===== config.mk =====
export PLATFORM = sky130hd
export DESIGN_NAME = shift_cmd_sequencer
export DESIGN_NICKNAME = d
export VERILOG_FILES = /design/src/rtl/shift_cmd_sequencer.sv
export SDC_FILE = /design/constraint.sdc
export NUM_CORES = 1
export LEC_CHECK = 0
export CAP_MARGIN = 20
export CORE_ASPECT_RATIO = 1.4
export CORE_MARGIN = 5
export CORE_UTILIZATION = 47
export CTS_BUF_LIST = sky130_fd_sc_hd__clkbuf_8
export DETAILED_ROUTE_END_ITERATION = 12
export MAX_ROUTING_LAYER = met4
export PLACE_DENSITY = 0.87
export REMOVE_ABC_BUFFERS = 1
export SLEW_MARGIN = 40
export SYNTH_ARGS = -nofsm -noshare
export SYNTH_HDL_FRONTEND = slang
export SYNTH_SLANG_ARGS = --single-unit
export TNS_END_PERCENT = 30

===== constraint.sdc =====
create_clock -name clk -period 3.3 [get_ports clk]
set_input_delay 0.33 -clock clk [delete_from_list [all_inputs] [get_ports clk]]
set_output_delay 0.33 -clock clk [all_outputs]
set_load 0.05 [all_outputs]

===== src/rtl/shift_cmd_sequencer.sv =====
// Command front-end for a 4-bit barrel shifter: breaks shift/rotate commands into
// steps of at most 3 bits, feeding the shifter's result back as the next operand.
module shift_cmd_sequencer #(
  parameter int unsigned AMT_W = 4
) (
  input  logic             clk,
  input  logic             rst_n,
  input  logic             cmd_valid,
  output logic             cmd_ready,
  input  logic             cmd_select,
  input  logic             cmd_direction,
  input  logic [AMT_W-1:0] cmd_amount,
  input  logic [3:0]       cmd_data,
  output logic             bs_select,
  output logic             bs_direction,
  output logic [1:0]       bs_shift_value,
  output logic [3:0]       bs_din,
  input  logic [3:0]       bs_dout,
  output logic             rsp_valid,
  input  logic             rsp_ready,
  output logic [3:0]       rsp_data,
  output logic [AMT_W-1:0] rsp_steps
);

  typedef enum logic [1:0] {StIdle, StRun, StDone} state_e;

  state_e           state_q, state_d;
  logic [3:0]       work_q, work_d;
  logic [AMT_W-1:0] rem_q, rem_d;
  logic [AMT_W-1:0] cnt_q, cnt_d;
  logic             sel_q, sel_d;
  logic             dir_q, dir_d;

  logic [1:0]       step;
  logic [AMT_W-1:0] step_w;
  logic [AMT_W-1:0] eff;

  always_comb begin
    step   = (rem_q > AMT_W'(3)) ? 2'd3 : rem_q[1:0];
    step_w = AMT_W'(step);
    // Rotating a 4-bit word by multiples of 4 is the identity, so only amount mod 4 matters.
    eff    = cmd_select ? AMT_W'(cmd_amount[1:0]) : cmd_amount;
  end

  always_comb begin
    state_d = state_q;
    work_d  = work_q;
    rem_d   = rem_q;
    cnt_d   = cnt_q;
    sel_d   = sel_q;
    dir_d   = dir_q;
    unique case (state_q)
      StIdle: begin
        if (cmd_valid) begin
          work_d  = cmd_data;
          sel_d   = cmd_select;
          dir_d   = cmd_direction;
          cnt_d   = '0;
          rem_d   = eff;
          state_d = (eff == '0) ? StDone : StRun;
        end
      end
      StRun: begin
        work_d = bs_dout;
        rem_d  = rem_q - step_w;
        cnt_d  = cnt_q + AMT_W'(1);
        if (rem_q == step_w) state_d = StDone;
      end
      StDone: begin
        if (rsp_ready) state_d = StIdle;
      end
      default: state_d = StIdle;
    endcase
  end

  always_ff @(posedge clk or negedge rst_n) begin
    if (!rst_n) begin
      state_q <= StIdle;
      work_q  <= '0;
      rem_q   <= '0;
      cnt_q   <= '0;
      sel_q   <= 1'b0;
      dir_q   <= 1'b0;
    end else begin
      state_q <= state_d;
      work_q  <= work_d;
      rem_q   <= rem_d;
      cnt_q   <= cnt_d;
      sel_q   <= sel_d;
      dir_q   <= dir_d;
    end
  end

  // Outside RUN the shifter sees a zero amount, so its output is a harmless pass-through.
  assign bs_din         = work_q;
  assign bs_select      = sel_q;
  assign bs_direction   = dir_q;
  assign bs_shift_value = (state_q == StRun) ? step : 2'd0;

  assign cmd_ready = (state_q == StIdle);
  assign rsp_valid = (state_q == StDone);
  assign rsp_data  = (state_q == StDone) ? work_q : 4'd0;
  assign rsp_steps = (state_q == StDone) ? cnt_q : '0;

endmodule


==> flow_summary.ini <==
[layout]
fin_cells = 150
multi_input_area_um2 = 462.9
diodes = 0
fillers = 135
syn_to_final_growth_pct = 44.95
layout-drive-gt1-share_pct = 10.00
layout_common_cells = 34 x clkdlybuf4s50_1, 16 x dfrtp_1, 8 x and2_1, 8 x nand2_1, 8 x a22oi_1
seqCellArea_um2 = 400.4
nNetsFinal = 151
layout_commonest_cell = clkdlybuf4s50_1

[synth]
yosys_register_bits = 16
synth_area_um2 = 904.6
synthTopCellsByArea = dfrtp_1 44%, a22oi_1 6.6%, mux2_2 6.2%
ys_seq_area_share_pct = 44.26
synth_top_area_cell = dfrtp_1
synth_cell_types = 27
yosysWarnings = 0
syn_inst = 94
yosysTopAreaCellShare_pct = 44.26
avgSynthCellArea_um2 = 9.624

[pwr]
power.density_nw_per_um2 = 1017
power.leakage_nw = 0.5508
irDropWorstVdd_v = 0.0007149

[global_routing]
antenna_found_initial = 0
grt_max_degree = 20
grt-ovfl-total = 0
grt_pass1_wl_um = 3788
grtUsageTotal_pct = 18.54
grt_pass1_vias = 825

[worst_setup_path]
critPathTopFamily = buffers and inverters
reg2reg_to = rem_q[2]
r2r_cells = 5
slowest_delay_ps = 820
cp_num_buf_inv = 1
r2r_setup_slack_ps = 1610
timing.rr.start = rem_q[2]
cp_max_fo = 16
slowest_stage = clkdlybuf4s50_1
cp_cell_sequence = nor2b_1, and2_1, clkdlybuf4s50_1
path_class = flip-flop to output pin
start_kind = flip-flop
required_ps = 2970
worstSetupEndpointType = output pin
crit_arrival_ps = 2430

[sta]
holdWs_ps = -14.93
final_max_slew_viol_count = 0
setup_slack_ps = 543.8
min_period_ps = 2756
hold_violations = 16
tightest_slew_ps = 523.4
fmax_ghz = 0.3628
finalSetupViolations = 0
max-slew-margin-rel_pct = 65.04
fin_crit_sh_pct = 83.52
clock_skew_ps = 2.597
setup_tns_ps = 0
rsz0062_at_grt = false

[clock_tree]
clk_path_buf_depth = 2
cts_sinks = 16
cts_inserted_buffers = 3
cts_max_level = 1
post_cts_buffers = 0
clk_pin_slew_ps = 70
cts-root-buf = clkbuf_8
cts_hold_buf = 0
ctsResizeCount = 0
cts_tree = yes
insertion_delay_ps = 250

[drt]
routed_wl_um = 2477
drt-initial-drc-count = 20
antenna_left = 0
drcViolationCount = 0
viasPerCell = 5.733
vias = 860
firstDrtPassIters = 4
avgRoutedWirePerCell_um = 16.51

[flow_run]
max_cap_viol_count = 0

[placement]
numPortBuffers = 35
place_inst = 146
hpwl_um = 1865
place.gp.congestion = 0.7816
place_ws_ps = 851.7

[floorplan]
io_pins = 36
die_h_um = 61.91
row_count = 18
die_area_um2 = 2915
core_area_um2 = 1802
die_x_um = 47.08
start_util_pct = 50.21

[outcome]
status = finished, violations left
failed_checks = hold timing

[hold_path]
hp-class = input pin to async pin
==> flip-flops by register name (all words and copies together) (netlist names) <==
signal / cells
bs_select: 1
state_q: 2
rem_q: 4
bs_din: 4
cnt_q: 4
bs_direction: 1
==> through the flow <==
stage               hold WS (ps)  total power, W  area (µm²)  utilization [%]
detailed placement         511.6        0.001160        1261            70.00
global route               10.04        0.001408        1311            72.78
CTS                        531.0        0.001339        1316            73.06
finish                    -14.93        0.001333        1311            72.78
floorplan                  34.41       0.0008935       878.3                -
global placement           497.1        0.001136        1261            70.00
==> layer usage <==
| metal | share of wire, % | vias up | track usage, % | wire length, µm |
|---|---|---|---|---|
| li1 | - | 417 | - | - |
| met1 | 39 | 417 | 22.08 | 954 |
| met2 | 57 | 22 | 31.46 | 1409 |
| met3 | 3.7 | 4 | 2.882 | 92 |
| met4 | 0.85 | 0 | 5.929 | 21 |
| met5 | 0 | - | - | 0 |
==> synth_stat cells <==
cell      number
a21oi_1        2
dfrtp_1       16
ha_1           2
buf_6          1
a22o_1         2
or2_2          1
inv_1          4
nor2_1         6
o221ai_1       1
a32oi_1        2
a22oi_1        8
and2_1         8
o22ai_1        1
o21bai_1       2
nand2_1        8
nand3_1        2
mux2_2         5
buf_2          3
nor2b_1        2
a222oi_1       1
nand2b_1       1
nor3_1         4
and3b_1        1
o21ai_0        7
and2b_1        2
o311ai_0       1
o21bai_2       1
==> where the power goes <==
part	internal, W	leakage [nW]	total [W]	switching, W
clock	0.000106	0.0288	0.000175	0.0000694
sequential	0.000285	0.198	0.000383	0.0000978
combinational	0.000305	0.324	0.000775	0.000470
==> cells by family after synthesis <==
| kind of cell | after synthesis | share of synthesized area [%] |
|---|---|---|
| DFF | 16 | 44.26 |
| and+or+nand+nor | 35 | 20.06 |
| adders and majority gates | 2 | 2.766 |
| AOI/OAI and AO/OA | 28 | 22.13 |
| buffers and inverters | 8 | 4.563 |
| muxes | 5 | 6.224 |
==> worst max-delay path by stage <==
stage	startpoint	to	slack (ps)	depth (start not counted)
2_1_floorplan	state_q[0]	rsp_data[0]	950	2
3_3_place_gp	state_q[1]	rsp_data[2]	910	3
3_5_place_dp	state_q[1]	rsp_data[2]	850	3
4_1_cts	state_q[1]	rsp_data[2]	580	3
5_1_grt	state_q[1]	rsp_data[2]	400	3
6_report	state_q[1]	rsp_data[2]	540	3
==> final cells by class <==
class / instances / share of cell area [%]
Multi-Input combinational cell: 70 / 35.31
Sequential cell: 16 / 30.53
Timing Repair Buffer: 36 / 26.91
Clock buffer: 4 / 4.198
Tap cell: 20 / 1.908
Inverter: 4 / 1.145
(Power assumes the default switching activity.)
